[config.mk]
export PLATFORM = sky130hd
export DESIGN_NAME = region_ram_arbiter
export DESIGN_NICKNAME = d
export VERILOG_FILES = /design/src/rtl/region_pkg.sv /design/src/rtl/region_ram_arbiter.sv
export SDC_FILE = /design/constraint.sdc
export NUM_CORES = 1
export LEC_CHECK = 0
export ABC_AREA = 1
export ABC_CLOCK_PERIOD_IN_PS = 3500
export CAP_MARGIN = 20
export CELL_PAD_IN_SITES_DETAIL_PLACEMENT = 0
export CELL_PAD_IN_SITES_GLOBAL_PLACEMENT = 1
export CORE_UTILIZATION = 25
export DETAILED_ROUTE_END_ITERATION = 8
export GPL_TIMING_DRIVEN = 0
export HOLD_SLACK_MARGIN = 0.03
export PLACE_DENSITY = 0.72
export SLEW_MARGIN = 20
export SYNTH_ARGS = -nofsm -noshare
export SYNTH_HDL_FRONTEND = slang
export SYNTH_SLANG_ARGS = --single-unit
[constraint.sdc]
create_clock -name clk -period 3.5 [get_ports clk]
set_input_delay 0.7 -clock clk [delete_from_list [all_inputs] [get_ports clk]]
set_output_delay 0.7 -clock clk [all_outputs]
set_load 0.03 [all_outputs]
[src/rtl/region_pkg.sv]
// Shared constants and FSM encoding for the region boundary RAM arbiter.
package region_pkg;

    localparam int unsigned NUM_POINTS  = 812;
    localparam int unsigned DATA_W      = 18;
    localparam int unsigned NUM_REGIONS = 3;
    localparam int unsigned ADDR_W      = 10;
    localparam int unsigned REGION_W    = 2;

    typedef enum logic [1:0] {
        ST_ARB  = 2'd0,
        ST_PEND = 2'd1,
        ST_SWAP = 2'd2
    } arb_state_e;

    // One-hot RAM select for a region index; out-of-range indices select nothing.
    function automatic logic [NUM_REGIONS-1:0] region_onehot(input logic [REGION_W-1:0] region);
        logic [NUM_REGIONS-1:0] sel;
        sel = '0;
        for (int unsigned r = 0; r < NUM_REGIONS; r++) begin
            if (region == REGION_W'(r)) sel[r] = 1'b1;
        end
        return sel;
    endfunction

endpackage

[src/rtl/region_ram_arbiter.sv]
// Arbitrates three single-port region RAMs between the compare engine (always wins)
// and a host port writing the shadow bank, with a safe-point bank swap on commit.
module region_ram_arbiter #(
    parameter int unsigned NUM_POINTS = region_pkg::NUM_POINTS,
    parameter int unsigned DATA_W     = region_pkg::DATA_W
) (
    input  logic                                      clk,
    input  logic                                      rst,
    input  logic                                      cycle_enable,
    input  logic                                      cmp_rden,
    input  logic [region_pkg::ADDR_W-1:0]             cmp_rdaddr,
    output logic [region_pkg::NUM_REGIONS*DATA_W-1:0] cmp_rddata,
    input  logic                                      host_req,
    input  logic                                      host_we,
    input  logic [region_pkg::REGION_W-1:0]           host_region,
    input  logic [region_pkg::ADDR_W-1:0]             host_addr,
    input  logic [DATA_W-1:0]                         host_wdata,
    output logic                                      host_ack,
    output logic                                      host_err,
    output logic                                      host_rvalid,
    output logic [DATA_W-1:0]                         host_rdata,
    input  logic                                      commit,
    output logic                                      commit_pending,
    output logic                                      active_bank,
    output logic [region_pkg::NUM_REGIONS-1:0]        ram_rden,
    output logic [region_pkg::NUM_REGIONS-1:0]        ram_wren,
    output logic [region_pkg::ADDR_W:0]               ram_addr,
    output logic [DATA_W-1:0]                         ram_wdata,
    input  logic [region_pkg::NUM_REGIONS*DATA_W-1:0] ram_rddata
);
    import region_pkg::*;

    localparam int unsigned        RD_W       = NUM_REGIONS * DATA_W;
    localparam logic [ADDR_W:0]    ADDR_LIMIT = (ADDR_W + 1)'(NUM_POINTS);

    arb_state_e            state_q;
    logic                  active_bank_q;
    logic                  commit_pending_q;

    logic                  host_grant;
    logic                  host_bad;
    logic                  host_ok;

    logic                  rd_inflight_q;
    logic [REGION_W-1:0]   rd_region_q;
    logic                  rvalid_q;
    logic [DATA_W-1:0]     rdata_q;
    logic [DATA_W-1:0]     rd_slice;

    logic                  cmp_vld_q;
    logic [RD_W-1:0]       cmp_hold_q;

    // Host is served only in idle cycles of the compare engine and only in ARB.
    always_comb begin
        host_grant = !rst && (state_q == ST_ARB) && !cmp_rden && host_req;
        host_bad   = ({1'b0, host_addr} >= ADDR_LIMIT) || (host_region >= REGION_W'(NUM_REGIONS));
        host_ok    = host_grant && !host_bad;
    end

    assign host_ack = host_grant;
    assign host_err = host_grant && host_bad;

    always_comb begin
        ram_rden  = '0;
        ram_wren  = '0;
        ram_addr  = '0;
        ram_wdata = '0;
        if (!rst) begin
            if (cmp_rden) begin
                ram_rden = '1;
                ram_addr = {active_bank_q, cmp_rdaddr};
            end else if (host_ok) begin
                ram_addr = {~active_bank_q, host_addr};
                if (host_we) begin
                    ram_wren  = region_onehot(host_region);
                    ram_wdata = host_wdata;
                end else begin
                    ram_rden = region_onehot(host_region);
                end
            end
        end
    end

    always_ff @(posedge clk or posedge rst) begin
        if (rst) begin
            state_q          <= ST_ARB;
            active_bank_q    <= 1'b0;
            commit_pending_q <= 1'b0;
        end else begin
            case (state_q)
                ST_ARB: begin
                    if (commit) begin
                        state_q          <= ST_PEND;
                        commit_pending_q <= 1'b1;
                    end
                end
                ST_PEND: begin
                    if (!cycle_enable && !cmp_rden && !rd_inflight_q) begin
                        state_q <= ST_SWAP;
                    end
                end
                ST_SWAP: begin
                    state_q          <= ST_ARB;
                    active_bank_q    <= ~active_bank_q;
                    commit_pending_q <= 1'b0;
                end
                default: begin
                    state_q          <= ST_ARB;
                    commit_pending_q <= 1'b0;
                end
            endcase
        end
    end

    assign active_bank    = active_bank_q;
    assign commit_pending = commit_pending_q;

    always_comb begin
        rd_slice = '0;
        for (int unsigned r = 0; r < NUM_REGIONS; r++) begin
            if (rd_region_q == REGION_W'(r)) rd_slice = ram_rddata[r*DATA_W +: DATA_W];
        end
    end

    // Host read: RAM data appears at T+1, captured so rvalid/rdata show at T+2.
    always_ff @(posedge clk or posedge rst) begin
        if (rst) begin
            rd_inflight_q <= 1'b0;
            rd_region_q   <= '0;
            rvalid_q      <= 1'b0;
            rdata_q       <= '0;
        end else begin
            rd_inflight_q <= host_ok && !host_we;
            if (host_ok) rd_region_q <= host_region;
            rvalid_q <= rd_inflight_q;
            if (rd_inflight_q) rdata_q <= rd_slice;
        end
    end

    assign host_rvalid = rvalid_q;
    assign host_rdata  = rdata_q;

    // Compare data bypasses straight from the RAMs, then is held so host reads
    // on the shared read bus never reach the compare engine.
    always_ff @(posedge clk or posedge rst) begin
        if (rst) begin
            cmp_vld_q  <= 1'b0;
            cmp_hold_q <= '0;
        end else begin
            cmp_vld_q <= cmp_rden;
            if (cmp_vld_q) cmp_hold_q <= ram_rddata;
        end
    end

    assign cmp_rddata = cmp_vld_q ? ram_rddata : cmp_hold_q;

endmodule

==> summary.md, run 1 <==
| Metric | Value |
|---|---|
| Final worst-path cycle share | 95.61% |
| Post-Syn Area | 0.003827 mm² |
| Hold crit path type | reg2reg |
| Drt total wl | 13830 µm |
| Fill cells | 1442 |
| Residual DRC count | 0 |
| Hold_ws | 0.3891 ns |
| Largest stage delay, worst path | 0.43 ns |
| Largest area contributor in the netlist | dfrtp_1 |
| CTS Buffer Depth | 2 |
| Yosys cell types | 28 |
| Post-Syn Instances | 426 |
| Gp weighted congestion | 0.8442 |
| CP max stage cell | dlygate4sd2_1 |
| CTS tree | yes |
| Vias in the first global route | 4067 |
| Worst Path Max Fanout | 21 |
| RSZ-0062 raised after global routing | false |
| Total Power | 3.850 mW |
| IO Count | 213 |
| Pwr/cell area | 590.3 mW/mm² |
| Status | complete, no violations |
| CTS root buf | clkbuf_16 |
| Die height | 125.7 µm |
| Setup Buffers After CTS | 0 |
| Layout Area Growth over Synthesis | 70.42% |
| Pin count of the biggest net entering global routing | 43 |
| Period minus WS final | 3.346 ns |
| Final Hold Viols | 0 |
| Initial antenna violation count | 0 |
| Starting density of the core | 25.94% |
| IO Port Bufs | 212 |
| Ys Warns | 0 |
| Sequential share of the synthesized area | 52.96% |
| Crit-path cells | dlygate4sd2_1, bufinv_16, nand2_2, nor2_8, buf_6, nand4_1, a21oi_1, dlygate4sd2_1 |
| Slew Viols, Final | 0 |
| Slew HR | 60.27% |
| Clock transition at path regs | 0.06 ns |
| Final ANT Viol Nets | 0 |
| Core Footprint | 0.01475 mm² |
| Nets@finish | 752 |
| Post-DR vias/cell | 4.598 |
| Routed WL per cell | 16.46 µm |
| Lkg Pwr | 3.032 nW |
| Arrival @ worst endpoint | 2.65 ns |
| Post-synth net total | 527 |
| Utilization after layout | 44.21% |
| Htree depth | 3 |
| Worst EP required | 2.80 ns |
| Post-route cell area | 0.006523 mm² |
| First-pass GRT wire length | 21730 µm |
| Cell area after placement | 0.006182 mm² |
| Clk_skew | 0.005543 ns |
| Cell mode on critical path | dlygate4sd2_1 |
| Max VDD drop | 0.2278 mV |
| Startpoint Class | primary input |
| Layout cells sized above 1 | 11.43% |
| CTS Sinks | 81 |
| Total GRT Usage | 18.00% |
| Drt pass-1 iters | 4 |
| Total number of vias | 3862 |
| Maxcap violations | 0 |
| Main area contributors after synthesis | dfrtp_1 (53%), a21oi_1 (8.0%), mux2_2 (7.1%) |
| Share of the synthesized area in the top cell type | 52.96% |
| Ant diodes | 0 |
| Die area | 0.01581 mm² |
| Syn avg cell area | 8.985 µm² |
| Worst-Margin Slew | 0.5960 ns |
| CTS buffer count | 9 |
| DPL Wire Length | 10600 µm |
| Crit end category | primary output |
| Clock Latency Late Sink | 0.34 ns |
| Row cnt | 44 |
| Initial detailed-routing violation count | 137 |
| Endpoints failing setup | 0 |
| Kind of critical path | in2out |
| Peak Freq | 298.8 MHz |
| Die X | 125.7 µm |
| Seq cells post-synth | 81 |
| Total gr overflow | 0 |
layer usage:
layer	wire (µm)	global-route usage [%]
met1	5453	19.72
met2	6779	31.80
met3	1268	6.542
met4	324	6.804
met5	0	0
layout by cell type (no fill, tap or decap), drive strengths merged, types with 14 or more instances in the layout:
cell type / n
clkdlybuf4s50: 175
dfrtp: 81
nand2: 70
nor2: 63
a21oi: 61
inv: 44
dlygate4sd2: 32
o21ai: 28
mux2: 24
clkbuf: 21
buf: 16
nand4: 14
worst paths after layout:
path,from,to,slack [ns],cells after the start
worst max-delay path,rst,ram_addr[7],0.15,8
max in group asynchronous,rst,cmp_hold_q[28],2.44,2
min in group asynchronous,rst,cmp_hold_q[10],0.70,2
worst max register to register,cmp_vld_q,cmp_hold_q[35],2.06,3
worst min register to register,rd_inflight_q,host_rvalid,0.39,0
worst min-delay path,rd_inflight_q,host_rvalid,0.39,0
critical path, delay by kind of cell:
kind / cells / cell delay, ns
compound gates: 1 / 0.18
buf+inv: 4 / 1.38
simple gates: 3 / 0.39
per-stage QoR:
step	setup TNS [ns]	worst slack, ns	std cells
4_1_cts	0	0.01595	840
2_1_floorplan	0	0.1944	426
3_3_place_gp	-29.93	-0.8885	822
3_5_place_dp	-31.15	-0.9499	822
6_report	0	0.1538	840
5_1_grt	0	0.03440	840
where the power goes:
group	internal (mW)	leakage [nW]	switching, mW
clock	0.631	0.158	0.375
combinational	0.658	1.94	0.941
sequential	1.13	0.935	0.114
sequential cells by signal (all words and copies together), names as in the netlist:
signal / count
commit_pending: 1
rd_region_q: 2
active_bank: 1
cmp_hold_q: 54
host_rdata: 18
cmp_vld_q: 1
host_rvalid: 1
rd_inflight_q: 1
state_q: 2
logic make-up after synthesis:
family / synth area share, %
XOR/XNOR: 0.2289
multiplexers: 7.061
AO/OA/AOI/OAI: 14.45
buffers and inverters: 7.813
AND/OR/NAND/NOR: 17.49
flip-flops: 52.96
Yosys cell counts (all sizes together):
master  count
a21oi      61
mux2       24
o21ai      28
nand3       2
dfrtp      81
clkbuf      8
nor3        1
nand2      70
buf        16
nor2       63
xnor2       1
a21boi      1
nand4      14
inv        43
clkinv      1
o22ai      12
area by class of cell:
cell class	instances	area, µm²	share of cell area (%)
Clock inverter	3	46.29	0.7098
Buffer	24	133.9	2.053
Sequential cell	81	2027	31.08
Tap cell	184	230.2	3.530
Timing Repair Buffer	212	2095	32.11
Timing Repair inverter	2	17.52	0.2686
Clock buffer	13	280.3	4.297
Inverter	44	191.4	2.935
Multi-Input combinational cell	277	1501	23.02
what timing repair did:
item,in CTS,in global routing
pin swaps,0,0
setup endpoints to repair,37,5
hold buffers,0,0
gates resized for setup,37,5
gates cloned,2,0
Note: power is estimated with default switching activity, not from simulation.
==> run 2, diff against run 1 <==
DONT_BUFFER_PORTS = 1   (was default)
PLACE_DENSITY = 0.46   (was 0.72)
==> run 2 against run 1 <==
Net effect: final area down 33%; clock-buffer cell count down 1; die area unchanged; largest cell class is now sequential cells; highest routed layer unchanged.
==> summary.md, run 2 (synthesis results as in run 1) <==
| Metric | Value |
|---|---|
| Status | complete, no violations |
| Ant diodes | 0 (unchanged) |
| CP bufs+invs | 2 (-2) |
| Pwr/cell area | 764.0 mW/mm² (+29%) |
| Gp weighted congestion | 0.7578 (-10%) |
| Peak Freq | 317.5 MHz (+6.3%) |
| Row cnt | 44 (unchanged) |
| Final ANT Viol Nets | 0 (unchanged) |
| Total GRT Usage | 15.53% (-2.5 points) |
| Clock transition at path regs | 0.06 ns (about the same) |
| Core Footprint | 0.01475 mm² (unchanged) |
| Kind of critical path | in2out |
| Die X | 125.7 µm (unchanged) |
| Period minus WS final | 3.149 ns (-0.1969 ns) |
| Die area | 0.01581 mm² (unchanged) |
| Met2 WL post-DR | 5819 µm (-14%) |
| Crit-path cells | inv_8, nand2_2, nor2_8, buf_6, nand4_1, a21oi_1 |
| First-pass GRT wire length | 18320 µm (-16%) |
| Layout Area Growth over Synthesis | 14.19% |
| Worst-Margin Slew | 0.8492 ns (+0.2533 ns) |
| Initial detailed-routing violation count | 113 (-18%) |
| Pin count of the biggest net entering global routing | 85 (+98%) |
| Utilization after layout | 29.62% (-15 points) |
| IO Count | 213 (unchanged) |
| Number of flip-flops in the largest register | 54 (unchanged) |
| DRT met1 WL | 4996 µm (-8.4%) |
| CTS tree | yes |
| Most flop-heavy register | cmp_hold_q |
| Top routing layer used | met4 |
| Die height | 125.7 µm (unchanged) |
| Total gr overflow | 0 (unchanged) |
| Drt pass-1 iters | 4 (unchanged) |
| Worst Path Max Fanout | 84 (+300%) |
| Final worst-path cycle share | 89.98% (-5.6 points) |
| R2r startpoint | cmp_vld_q |
| Max VDD drop | 0.2275 mV (-0.17%) |
| Initial antenna violation count | 0 (unchanged) |
| CP Launch Point | rst |
| Total number of vias | 2992 (-23%) |
| Startpoint Class | primary input |
| Hold_buf cts | 0 (unchanged) |
| Hold crit path type | in2async |
| Nets@finish | 538 (-28%) |
| Lkg Pwr | 1.973 nW (-35%) |
| Crit end category | primary output |
| Endpoints failing setup | 0 (unchanged) |
| Clock Latency Late Sink | 0.34 ns (about the same) |
| Commonest non-fill, non-tap cell in the layout | dfrtp_1 |
| CTS Sinks | 81 (unchanged) |
| Total Power | 3.339 mW (-13%) |
| Layout cells sized above 1 | 16.29% (+4.9 points) |
| Final Hold Viols | 0 (unchanged) |
| Post-route cell area | 0.004370 mm² (-33%) |
| CTS buffer count | 9 (unchanged) |
| Delay-heaviest family, CP | buffers and inverters |
| CP max stage cell | a21oi_1 |
| Starting density of the core | 25.94% (unchanged) |
| Routed wl met3 | 1091 µm (-14%) |
| CTS root buf | clkbuf_16 |
| Clk_skew | 0.004765 ns (-0.0007787 ns) |
| Htree depth | 3 (unchanged) |
| Arrival @ worst endpoint | 2.45 ns (-0.20 ns) |
| Post-DR vias/cell | 4.780 (+4.0%) |
| Worst EP required | 2.80 ns (about the same) |
| IO Port Bufs | 0 (-100%) |
| Cell area after placement | 0.004063 mm² (-34%) |
| Slew Viols, Final | 0 (unchanged) |
| CTS Buffer Depth | 2 (unchanged) |
| Slew HR | 43.39% (-17 points) |
| Residual DRC count | 0 (unchanged) |
| Maxcap violations | 0 (unchanged) |
| RSZ-0062 raised after global routing | false |
| Largest stage delay, worst path | 0.60 ns (+0.17 ns) |
| Vias in the first global route | 3103 (-24%) |
| Drt total wl | 12090 µm (-13%) |
| Most frequent cells in the layout | dfrtp_1 (81), nand2_1 (66), a21oi_1 (61) |
| Routed WL per cell | 19.31 µm (+17%) |
| DPL Wire Length | 9062 µm (-14%) |
-- run 2: cell types whose count changed in the layout (fill, tap and decap cells not counted), moves of 2 or more --
cell             change
clkdlybuf4s50_1    -175
dlygate4sd2_1       -32
dlymetal6s2s_1       -5
clkbuf_8             -2
clkinv_2             +2
-- run 2: stage by stage --
stage               hold slack, ns  TNS, ns  setup slack [ns]  cells
floorplan                   0.3609        0            0.1944    426
global placement            0.3663  -0.8560           -0.2154    610
detailed placement          0.3722        0           0.02927    610
CTS                         0.3701        0           0.05291    626
global route                0.3491        0            0.1560    626
finish                      0.3146        0            0.3507    626
-- run 2: what timing repair did --
item / CTS / global route
buffers inserted: 0 / 0
gates resized for setup: 0 / 2
setup endpoints to repair: 0 / 2
-- run 2: worst paths after layout --
kind                                  end  slack [ns]  cells past startpoint
max in group asynchronous  host_rdata[12]        2.76                      1
min in group clk              host_rvalid        0.38                      0
hold / removal             rd_region_q[1]        0.31                      1
hold reg to reg               host_rvalid        0.38                      0
setup / recovery              ram_rden[0]        0.35                      6
setup reg to reg           cmp_hold_q[16]        1.62                      4
-- run 2: per-layer routing --
metal	GRT usage (%)	vias to the layer above
met5	0	-
met4	6.024	0
met3	6.245	14
met2	26.37	159
met1	17.42	1400
li1	-	1419
-- run 2: layout make-up --
| type | instances | area, µm² |
|---|---|---|
| Sequential cell | 81 | 2027 |
| Tap cell | 184 | 230.2 |
| Clock inverter | 4 | 48.80 |
| Buffer | 24 | 133.9 |
| Multi-Input combinational cell | 277 | 1501 |
| Fill cell | 1570 | 10380 |
| Inverter | 44 | 172.7 |
| Clock buffer | 12 | 256.5 |
-- run 2: where the power goes --
| group | switching [mW] | internal [mW] | leakage [nW] |
|---|---|---|---|
| Clock | 0.386 | 0.592 | 0.153 |
| Sequential | 0.389 | 1.13 | 0.935 |
| Combinational | 0.588 | 0.256 | 0.885 |
| Total | 1.36 | 1.98 | 1.97 |
